===== src/rtl/uart_pkg.sv =====
// Shared definitions for the UART receive path.
//   rx_state_t     : receiver FSM states
//   RX_SYNC_STAGES : flops in the rx line synchroniser
//   MIN_BAUD_DIV   : smallest clocks-per-bit value the receiver works with
package uart_pkg;

  typedef enum logic [1:0] {
    RX_IDLE,
    RX_START,
    RX_DATA,
    RX_STOP
  } rx_state_t;

  localparam int RX_SYNC_STAGES = 2;
  localparam int MIN_BAUD_DIV   = 4;

endpackage


===== src/rtl/uart_rx_fifo.sv =====
// First-word-fall-through receive FIFO.
// Ports:
//   clk_i, rst_ni : clock, async active-low reset
//   wr_en_i       : write request (accepted when not full, or when popping while full)
//   wdata_i       : write data
//   rd_en_i       : pop head (ignored while empty)
//   rdata_o       : head entry, 0 while empty
//   full_o        : all entries occupied
//   empty_o       : no entries
module uart_rx_fifo #(
  parameter int DATA_WIDTH = 8,
  parameter int FIFO_DEPTH = 16
) (
  input  logic                  clk_i,
  input  logic                  rst_ni,
  input  logic                  wr_en_i,
  input  logic [DATA_WIDTH-1:0] wdata_i,
  input  logic                  rd_en_i,
  output logic [DATA_WIDTH-1:0] rdata_o,
  output logic                  full_o,
  output logic                  empty_o
);

  localparam int AW = $clog2(FIFO_DEPTH);

  logic [DATA_WIDTH-1:0] mem [FIFO_DEPTH];
  logic [AW-1:0]         wr_ptr;
  logic [AW-1:0]         rd_ptr;
  logic [AW:0]           count;
  logic                  wr_ok;
  logic                  rd_ok;

  assign full_o  = (count == (AW+1)'(FIFO_DEPTH));
  assign empty_o = (count == '0);

  // A pop in the same cycle frees the slot, so a write into a full FIFO
  // still succeeds when the host is reading.
  assign rd_ok = rd_en_i & ~empty_o;
  assign wr_ok = wr_en_i & (~full_o | rd_en_i);

  always_ff @(posedge clk_i or negedge rst_ni) begin
    if (!rst_ni) begin
      wr_ptr <= '0;
      rd_ptr <= '0;
      count  <= '0;
    end else begin
      if (wr_ok) wr_ptr <= wr_ptr + AW'(1);
      if (rd_ok) rd_ptr <= rd_ptr + AW'(1);
      count <= count + (AW+1)'(wr_ok) - (AW+1)'(rd_ok);
    end
  end

  // Storage needs no reset: entries are only visible once counted.
  always_ff @(posedge clk_i) begin
    if (wr_ok) mem[wr_ptr] <= wdata_i;
  end

  assign rdata_o = empty_o ? '0 : mem[rd_ptr];

endmodule


===== src/rtl/uart_rx.sv =====
// 8N1 UART receiver: line synchroniser, start-bit validation, mid-bit
// sampling and a FWFT receive FIFO.
// Ports:
//   clk_i, rst_ni : clock, async active-low reset
//   rx_en_i       : allow a new frame to start (an active frame always completes)
//   baud_div_i    : clocks per bit period (>= 4, stable while busy_o)
//   rx_bit_i      : asynchronous serial line, idle high
//   rx_re_i       : pop FIFO head
//   dout_o        : FIFO head, valid while empty_o=0
//   full_o/empty_o: FIFO status
//   frame_err_o   : 1-cycle pulse, stop bit sampled low
//   overrun_o     : 1-cycle pulse, good byte dropped because the FIFO was full
//   busy_o        : receiver FSM not idle
module uart_rx
  import uart_pkg::*;
#(
  parameter int DATA_WIDTH = 8,
  parameter int FIFO_DEPTH = 16
) (
  input  logic                  clk_i,
  input  logic                  rst_ni,
  input  logic                  rx_en_i,
  input  logic [15:0]           baud_div_i,
  input  logic                  rx_bit_i,
  input  logic                  rx_re_i,
  output logic [DATA_WIDTH-1:0] dout_o,
  output logic                  full_o,
  output logic                  empty_o,
  output logic                  frame_err_o,
  output logic                  overrun_o,
  output logic                  busy_o
);

  localparam int BW = $clog2(DATA_WIDTH);

  rx_state_t             state, state_n;
  logic [15:0]           cnt, cnt_n;
  logic [BW-1:0]         bit_cnt, bit_cnt_n;
  logic [DATA_WIDTH-1:0] sh, sh_n;

  logic [RX_SYNC_STAGES-1:0] sync;
  logic                      rx_s;
  logic                      rx_q;
  logic                      fall;

  logic [15:0] half;
  logic        baud_ok;
  logic        bit_end;
  logic        stop_good, stop_bad;
  logic        wr_req_q;
  logic        ferr_q;

  // Synchroniser and edge detector; idle-high reset value avoids a false
  // start edge when reset is released.
  always_ff @(posedge clk_i or negedge rst_ni) begin
    if (!rst_ni) begin
      sync <= '1;
      rx_q <= 1'b1;
    end else begin
      sync <= {sync[RX_SYNC_STAGES-2:0], rx_bit_i};
      rx_q <= rx_s;
    end
  end

  assign rx_s    = sync[RX_SYNC_STAGES-1];
  assign fall    = rx_q & ~rx_s;
  assign half    = baud_div_i >> 1;
  assign baud_ok = (baud_div_i >= 16'(MIN_BAUD_DIV));
  assign bit_end = (cnt == baud_div_i - 16'd1);

  always_ff @(posedge clk_i or negedge rst_ni) begin
    if (!rst_ni) begin
      state   <= RX_IDLE;
      cnt     <= '0;
      bit_cnt <= '0;
      sh      <= '0;
    end else begin
      state   <= state_n;
      cnt     <= cnt_n;
      bit_cnt <= bit_cnt_n;
      sh      <= sh_n;
    end
  end

  always_comb begin
    state_n   = state;
    cnt_n     = cnt + 16'd1;
    bit_cnt_n = bit_cnt;
    sh_n      = sh;
    stop_good = 1'b0;
    stop_bad  = 1'b0;
    unique case (state)
      RX_IDLE: begin
        cnt_n = '0;
        if (fall && rx_en_i && baud_ok) state_n = RX_START;
      end
      RX_START: begin
        // Re-check the line half a bit in; a high level means a glitch.
        if (cnt == half - 16'd1) begin
          cnt_n     = '0;
          bit_cnt_n = '0;
          state_n   = rx_s ? RX_IDLE : RX_DATA;
        end
      end
      RX_DATA: begin
        if (bit_end) begin
          cnt_n     = '0;
          sh_n      = {rx_s, sh[DATA_WIDTH-1:1]};
          bit_cnt_n = bit_cnt + BW'(1);
          if (bit_cnt == BW'(DATA_WIDTH - 1)) state_n = RX_STOP;
        end
      end
      RX_STOP: begin
        // Leaving at the stop-bit midpoint gives half a bit of margin to
        // catch the next start edge. A held-low line yields no new fall,
        // so a break produces a single framing error.
        if (bit_end) begin
          cnt_n     = '0;
          state_n   = RX_IDLE;
          stop_good = rx_s;
          stop_bad  = ~rx_s;
        end
      end
      default: begin
        state_n = RX_IDLE;
        cnt_n   = '0;
      end
    endcase
  end

  // The stop-bit result is acted on one cycle later; whether the byte
  // fits is decided in that write cycle so a simultaneous pop can make room.
  always_ff @(posedge clk_i or negedge rst_ni) begin
    if (!rst_ni) begin
      wr_req_q <= 1'b0;
      ferr_q   <= 1'b0;
    end else begin
      wr_req_q <= stop_good;
      ferr_q   <= stop_bad;
    end
  end

  assign frame_err_o = ferr_q;
  assign overrun_o   = wr_req_q & full_o & ~rx_re_i;
  assign busy_o      = (state != RX_IDLE);

  uart_rx_fifo #(
    .DATA_WIDTH(DATA_WIDTH),
    .FIFO_DEPTH(FIFO_DEPTH)
  ) u_fifo (
    .clk_i  (clk_i),
    .rst_ni (rst_ni),
    .wr_en_i(wr_req_q),
    .wdata_i(sh),
    .rd_en_i(rx_re_i),
    .rdata_o(dout_o),
    .full_o (full_o),
    .empty_o(empty_o)
  );

endmodule


===== config.mk =====
export PLATFORM = sky130hd
export DESIGN_NAME = uart_rx
export DESIGN_NICKNAME = d
export VERILOG_FILES = /design/src/rtl/uart_pkg.sv /design/src/rtl/uart_rx_fifo.sv /design/src/rtl/uart_rx.sv
export SDC_FILE = /design/constraint.sdc
export NUM_CORES = 1
export LEC_CHECK = 0
export CELL_PAD_IN_SITES_DETAIL_PLACEMENT = 0
export CELL_PAD_IN_SITES_GLOBAL_PLACEMENT = 1
export CORE_UTILIZATION = 30
export DETAILED_ROUTE_END_ITERATION = 6
export PLACE_DENSITY = 0.61
export SLEW_MARGIN = 0
export SYNTH_ARGS = -nofsm -noshare
export SYNTH_HDL_FRONTEND = slang
export SYNTH_SLANG_ARGS = --single-unit
export TNS_END_PERCENT = 100

===== constraint.sdc =====
create_clock -name clk_i -period 5.55 [get_ports clk_i]
set_input_delay 0.8325 -clock clk_i [delete_from_list [all_inputs] [get_ports clk_i]]
set_output_delay 0.8325 -clock clk_i [all_outputs]
set_load 0.02 [all_outputs]

== Word-level counts from Yosys, hierarchy flattened ==
Memories as Yosys holds them, arrays and structs flattened.
Index checks and enable logic that the tools add are counted.
Storage, ports and cells
  bits in read-only memories: 0
  input bits: 21
  latch bits: 0
  memories: 1
  output and inout bits: 13
  RAM bits: 128
  register bits after elaboration: 47
  logic and storage cells: 73
Cells by class
  multiplexer cells: 20
  equality and inequality tests: 12
  reduce and logical (&&, ||, !) cells: 10
  $add $sub $neg: 8
  shifts and indexed selects: 0
  divide/modulo/power cells: 0
  $mul: 0
  bitwise gates (word level): 10
  $lt $le $gt $ge: 1
Memory list
  u_fifo.mem: words 16, bits a word 8, read ports 1, clocked after Yosys merged registers in 0, wr ports 1, RTL line uart_rx_fifo.sv:26  | logic [DATA_WIDTH-1:0] mem [FIFO_DEPTH];
Operators with widths (number)
  one-hot mux 16 bit (3 select lines): 1
  equality test 16 bit: 2
  2-to-1 mux 16 bit: 2
  adder 16 x 1 -> 16 bit, second input constant: 1
  >= comparator 16 x 3 -> 1 bit, second input constant: 1
  subtractor 15 x 1 -> 16 bit, second input constant: 1
  subtractor 16 x 1 -> 16 bit, second input constant: 1
  2-to-1 mux 2 bit: 6
  != test 2 bit, second input constant: 5
  adder 4 x 1 -> 4 bit, second input constant: 2
  2-to-1 mux 8 bit: 1
  one-hot mux 2 bit (4 select lines): 1
  2-to-1 mux 1 bit: 6
  2-to-1 mux 3 bit: 2
  one-hot mux 3 bit (2 select lines): 1
  adder 5 x 1 -> 5 bit: 1
  bitwise AND 1 bit: 5
  equality test 5 bit, second input constant: 1
  zero test 5 bit: 1
  AND reduction 5 bit: 1
  subtractor 5 x 1 -> 5 bit: 1
  equality test 2 bit, second input constant: 2
  NOT 1 bit: 4
  nonzero test 2 bit: 2
  other kinds (9): 10

== Longest topological paths before layout ==
  word-level depth: 6
  gate-level depth with buffers: 15
  depth with buffers taken out: 14

== Hierarchy ==
From an unflattened synthesis, not the netlist that was laid out.
Unflattened totals
  cells, all modules: 597
  area, all modules: 8539.4 µm²
By module, submodules not included
  uart_rx_fifo: instances 1, cells an instance 289, area an instance 5821.8 µm²
  uart_rx: instances 1, cells an instance 308, area an instance 2717.6 µm²

== Worst setup path before layout ==
Ideal clock, no wire load.
  path type: flip-flop to flip-flop
  start point: register u_fifo.count[3]
  end point: register u_fifo.count[4]
  stages on the path, launching flop included: 16
  clock period less this slack: 3.624 ns
  arrival: 3.499 ns
  slack: 1.926 ns
  data required time: 5.425 ns
  path through: dfrtp_1 inv_1 ha_1 nor4b_1 nor2b_1 clkbuf_1 ha_1 inv_1 ha_1 inv_1 fa_1 inv_1 a21oi_1 nor2_1 nor2_1 xnor2_1
On the way
  elaborated cells between the ends (all ways): 9
  those cells by class: add/sub: 2; eq/ne: 1; bitwise: 5; reduce/logical: 1
RTL lines
  from (decl): RTL line uart_rx_fifo.sv:29  | logic [AW:0] count;
  from (signal assigned): RTL line uart_rx_fifo.sv:49  | count <= count + (AW+1)'(wr_ok) - (AW+1)'(rd_ok);
  zero test 5 bit: RTL line uart_rx_fifo.sv:34  | assign empty_o = (count == '0);
  net empty_o: RTL line uart_rx.sv:28  | output logic empty_o,
  NOT 1 bit: RTL line uart_rx_fifo.sv:38  | assign rd_ok = rd_en_i & ~empty_o;
  bitwise AND 1 bit: RTL line uart_rx_fifo.sv:38
  net u_fifo.rd_ok: RTL line uart_rx_fifo.sv:31  | logic rd_ok;
  subtractor 5 x 1 -> 5 bit: RTL line uart_rx_fifo.sv:49
The timed path passes the listed nets, and every way through them passes these cells.
A chain may end at the register's enable or synchronous reset.

== Worst setup path after layout ==
  start point: register u_fifo.rd_ptr[0]
  end point: output dout_o[5]
On the way
  cells in the longest elaborated chain, start to end: 2
Ends and longest elaborated chain
  from (decl): RTL line uart_rx_fifo.sv:28  | logic [AW-1:0] rd_ptr;
  from (signal assigned): RTL line uart_rx_fifo.sv:48  | if (rd_ok) rd_ptr <= rd_ptr + AW'(1);
  memory (16 x 8 bit)
  2-to-1 mux 8 bit: RTL line uart_rx_fifo.sv:58  | assign rdata_o = empty_o ? '0 : mem[rd_ptr];
  to (decl): RTL line uart_rx.sv:26  | output logic [DATA_WIDTH-1:0] dout_o,
No other way between the ends.

==> summary.txt <==
Logic synthesis
  – Sequential fraction of the synthesis area: 0.601
  – Synthesized Nets: between 600 and 700
  – Mean instance size in the synthesized netlist: roughly 15 um^2
  – Synthesized flop and latch total: 175
  – Area of the mapped netlist: between 0.008 and 0.009 mm^2
  – Number of synthesized flops with an enable pin: approximately 130
  – Async set-reset flop share out of synthesis: 0.269
  – Post-synthesis cell count: roughly 570
  – Top flip-flop cell by instance count after synthesis: sky130_fd_sc_hd__edfxtp_1
  – YS warnings: 0
  – Number of distinct standard cells referenced by the synthesized netlist: 67

STA
  – Max-slew headroom at the worst pin: 0.267
  – Maximum clock rate: between 200 and 250 MHz
  – Setup_tns: 0 ns
  – Fin worst setup slack: between 1 and 1.5 ns
  – Unrepaired setup endpoints after global routing: false
  – Number of pins with negative max-slew slack in the final report: 0
  – Actual transition at the worst max-transition pin: between 1 and 1.5 ns
  – Final setup violating endpoints: 0
  – Final hold slack: about 0.36 ns
  – Count of endpoints failing hold in the final timing report: 0
  – Final Cycle Share: 0.765
  – Clock Skews: between 0.01 and 0.015 ns
  – Shortest period the worst path allows: between 4 and 5 ns

Route
  – WL final: ~17 mm
  – Detailed-routing iteration count for the pre-antenna-repair pass: 4
  – Remaining routing DRC violations: 0
  – Routed length per instance: ~17 um
  – Total number of vias: ~4700
  – Via count normalized by instance count: 4.74
  – Initial DRC Count: 261
  – Remaining antenna violation count after routing: 0

Floorplanning
  – Initial core utilization: 0.308
  – Ports placed on the boundary: 34
  – Standard-cell rows: 60
  – Overall die area: around 0.029 mm^2
  – Die X: between 150 and 200 um
  – Core Footprint: between 0.02 and 0.03 mm^2
  – Y dimension of the die: between 150 and 200 um

Worst setup path
  – Startpoint-to-endpoint class of the critical path: flip-flop to output pin
  – Kind of launch point of the worst setup path: flip-flop
  – Data required time at the worst endpoint: around 4.7 ns
  – Critical path capture point type: output pin
  – Critical Path Source: u_fifo.rd_ptr[0]
  – Data arrival, critical path: roughly 3.4 ns
  – Worst reg2reg startpoint: u_fifo.count[2]
  – Biggest fanout along the worst timing path: 21

Placement
  – Half-perimeter wire length after detailed placement: around 12 mm
  – Count of port buffers added during placement: 33
  – GP Congestion: around 0.86
  – Standard cell area after detailed placement: about 0.0090 mm^2
  – Placed Cells incl. Taps: 951
  – Placement-stage worst setup slack: about 1.5 ns

Power and ir drop
  – Max VDD drop: approximately 240 uV
  – PD cells: roughly 360 mW/mm^2
  – LEAKAGE: between 3 and 4 nW
  – Total Power Consumption: approximately 3.4 mW

CTS
  – Buffer depth of the longest clock path: 2
  – Clock tree from TritonCTS: done
  – Number of buffers created by CTS: 17
  – Root buffer selected by CTS: sky130_fd_sc_hd__clkbuf_16
  – Resized cells post-CTS: 0
  – Clock transition at the registers of the reported paths: 0.07 ns
  – Number of hold-repair buffers added at the cts stage: 0
  – Number of buffers inserted to repair setup after CTS: 0
  – Clock insertion delay at the later pin of the skew report: roughly 0.43 ns
  – Clock sink total: between 150 and 200
  – H-tree depth: 4

Finish
  – Fin nets: ~640
  – Final core utilization: 0.357
  – Area growth from synthesis to final layout: 15.8%
  – Final standard cell area without fillers: between 0.009 and 0.01 mm^2
  – Antenna Diode Count: 0
  – Number of fillers in the final layout: about 2600
  – Number of non-filler instances in the completed layout: ~1000
  – Fraction of final layout cells sized beyond drive strength 1: 0.183

Global route
  – Number of global-route vias before repair: 4799
  – Global-route wire length before repair: 26.9 mm
  – Overflow after GRT: 0
  – Overall routing resource usage: 0.124
  – Maximum number of pins on one net before global-route repair: between 40 and 50
  – Antenna violations before repair: 0

Worst hold path
  – Type of the most critical hold path: flip-flop to flip-flop
  – Hold Crit Start: sync[0]

Run
  – Max_cap viols: 0

Status
  – Status: finished, final reports clean
layer usage:
| metal | global-route usage | wire, um | vias to the layer above |
|---|---|---|---|
| met2 | 0.214 | 8510 | 74 |
| met4 | 0.0451 | 255 | 0 |
| met5 | 0 | 0 | - |
| met3 | 0.0199 | 367 | 15 |
| met1 | 0.157 | 7450 | 2362 |
| li1 | - | - | 2204 |
power breakdown:
part / internal (mW) / switching (mW)
clock: 0.662 / 0.576
sequential: 1.44 / 0.156
combinational: 0.326 / 0.278
worst max-delay path: stages, from the launching register on:
cell and delay (ns):
sky130_fd_sc_hd__dfrtp_2 0.82, sky130_fd_sc_hd__buf_4 0.43, sky130_fd_sc_hd__mux4_2 0.56, sky130_fd_sc_hd__mux4_2 0.48, sky130_fd_sc_hd__nor2b_1 0.15, sky130_fd_sc_hd__clkdlybuf4s50_1 0.53
kinds of logic (layout without fill, tap and decap cells):
family / count (synthesis) / after routing / share of synthesized area
mux: 52 / 52 / 0.128
simple gates: 168 / 168 / 0.115
fa+ha+maj: 17 / 17 / 0.0264
xor+xnor: 58 / 58 / 0.0608
compound gates: 44 / 44 / 0.0385
buf+inv: 59 / 97 / 0.0307
flops: 175 / 175 / 0.601
synth_stat cells (8+ instances only):
cell,instances,share of area
sky130_fd_sc_hd__xnor2_1,35,0.037
sky130_fd_sc_hd__nand3_1,14,0.0084
sky130_fd_sc_hd__buf_1,8,0.0036
sky130_fd_sc_hd__mux2_4,8,0.014
sky130_fd_sc_hd__inv_1,25,0.011
sky130_fd_sc_hd__nor2_1,46,0.021
sky130_fd_sc_hd__ha_1,16,0.024
sky130_fd_sc_hd__mux4_2,40,0.11
sky130_fd_sc_hd__dfrtp_1,44,0.13
sky130_fd_sc_hd__edfxtp_1,128,0.46
sky130_fd_sc_hd__nand4_1,11,0.0082
sky130_fd_sc_hd__nand2_1,23,0.010
sky130_fd_sc_hd__clkbuf_1,18,0.0081
sky130_fd_sc_hd__nor2b_1,13,0.0097
sky130_fd_sc_hd__xor2_1,23,0.024
sky130_fd_sc_hd__nor3_1,11,0.0066
registers in the layout, summed over array words and instances, names as in the netlist, named ones only:
name / flops
u_fifo.wr_ptr: 4
wr_req_q: 1
cnt: 16
bit_cnt: 3
state: 1
sh: 8
sync: 2
u_fifo.rd_ptr: 4
frame_err_o: 1
u_fifo.mem: 128
rx_q: 1
u_fifo.count: 5
path summary, 6_finish.rpt:
kind	end	slack, ns	depth (start not counted)
setup / recovery	dout_o[5]	1.30	5
hold / removal	sync[1]	0.36	0
setup reg to reg	u_fifo.mem[7][7]	2.67	7
hold reg to reg	sync[1]	0.36	0
max in group asynchronous	u_fifo.rd_ptr[0]	4.21	1
min in group asynchronous	u_fifo.count[1]	0.61	1
placed cells by master, fill, tap and decap left out, types with 3 or more instances in the layout:
master                            Yosys  routed
sky130_fd_sc_hd__a31oi_1              5       5
sky130_fd_sc_hd__mux2_2               4       4
sky130_fd_sc_hd__xor2_1              23      23
sky130_fd_sc_hd__nand4_1             11      11
sky130_fd_sc_hd__nand2b_1             6       6
sky130_fd_sc_hd__dfrtp_1             44      43
sky130_fd_sc_hd__mux2_4               8       8
sky130_fd_sc_hd__nor2_1              46      46
sky130_fd_sc_hd__buf_4                1       7
sky130_fd_sc_hd__inv_1               25      25
sky130_fd_sc_hd__clkinv_8             0       4
sky130_fd_sc_hd__nor4_1               7       7
sky130_fd_sc_hd__nand4b_1             3       3
sky130_fd_sc_hd__a21oi_1              5       5
sky130_fd_sc_hd__clkdlybuf4s50_1      0      32
sky130_fd_sc_hd__ha_1                16      16
sky130_fd_sc_hd__clkbuf_16            0      17
sky130_fd_sc_hd__and3_1               6       6
sky130_fd_sc_hd__mux4_2              40      40
sky130_fd_sc_hd__edfxtp_1           128     128
sky130_fd_sc_hd__nor2b_1             13      13
sky130_fd_sc_hd__xnor2_1             35      35
sky130_fd_sc_hd__a311oi_1             3       3
sky130_fd_sc_hd__nor3b_1              3       3
sky130_fd_sc_hd__inv_8                0       7
sky130_fd_sc_hd__nor3_1              11      11
sky130_fd_sc_hd__nand3b_1             5       5
sky130_fd_sc_hd__nand2_1             23      23
sky130_fd_sc_hd__o21ai_0              5       5
sky130_fd_sc_hd__dfstp_2              3       3
sky130_fd_sc_hd__nand3_1             14      14
sky130_fd_sc_hd__a211oi_1             3       3
layout make-up:
| class | instances | area (um^2) | share of cell area |
|---|---|---|---|
| clock buffer | 17 | 425 | 0.0440 |
| timing repair buffer | 40 | 378 | 0.0391 |
| tap | 372 | 465 | 0.0481 |
| clock inverter | 15 | 206 | 0.0213 |
| multi-input combinational | 339 | 3080 | 0.318 |
| inverter | 25 | 93.8 | 0.00970 |
| sequential | 175 | 5020 | 0.519 |
Note: power is estimated with default switching activity, not from simulation.
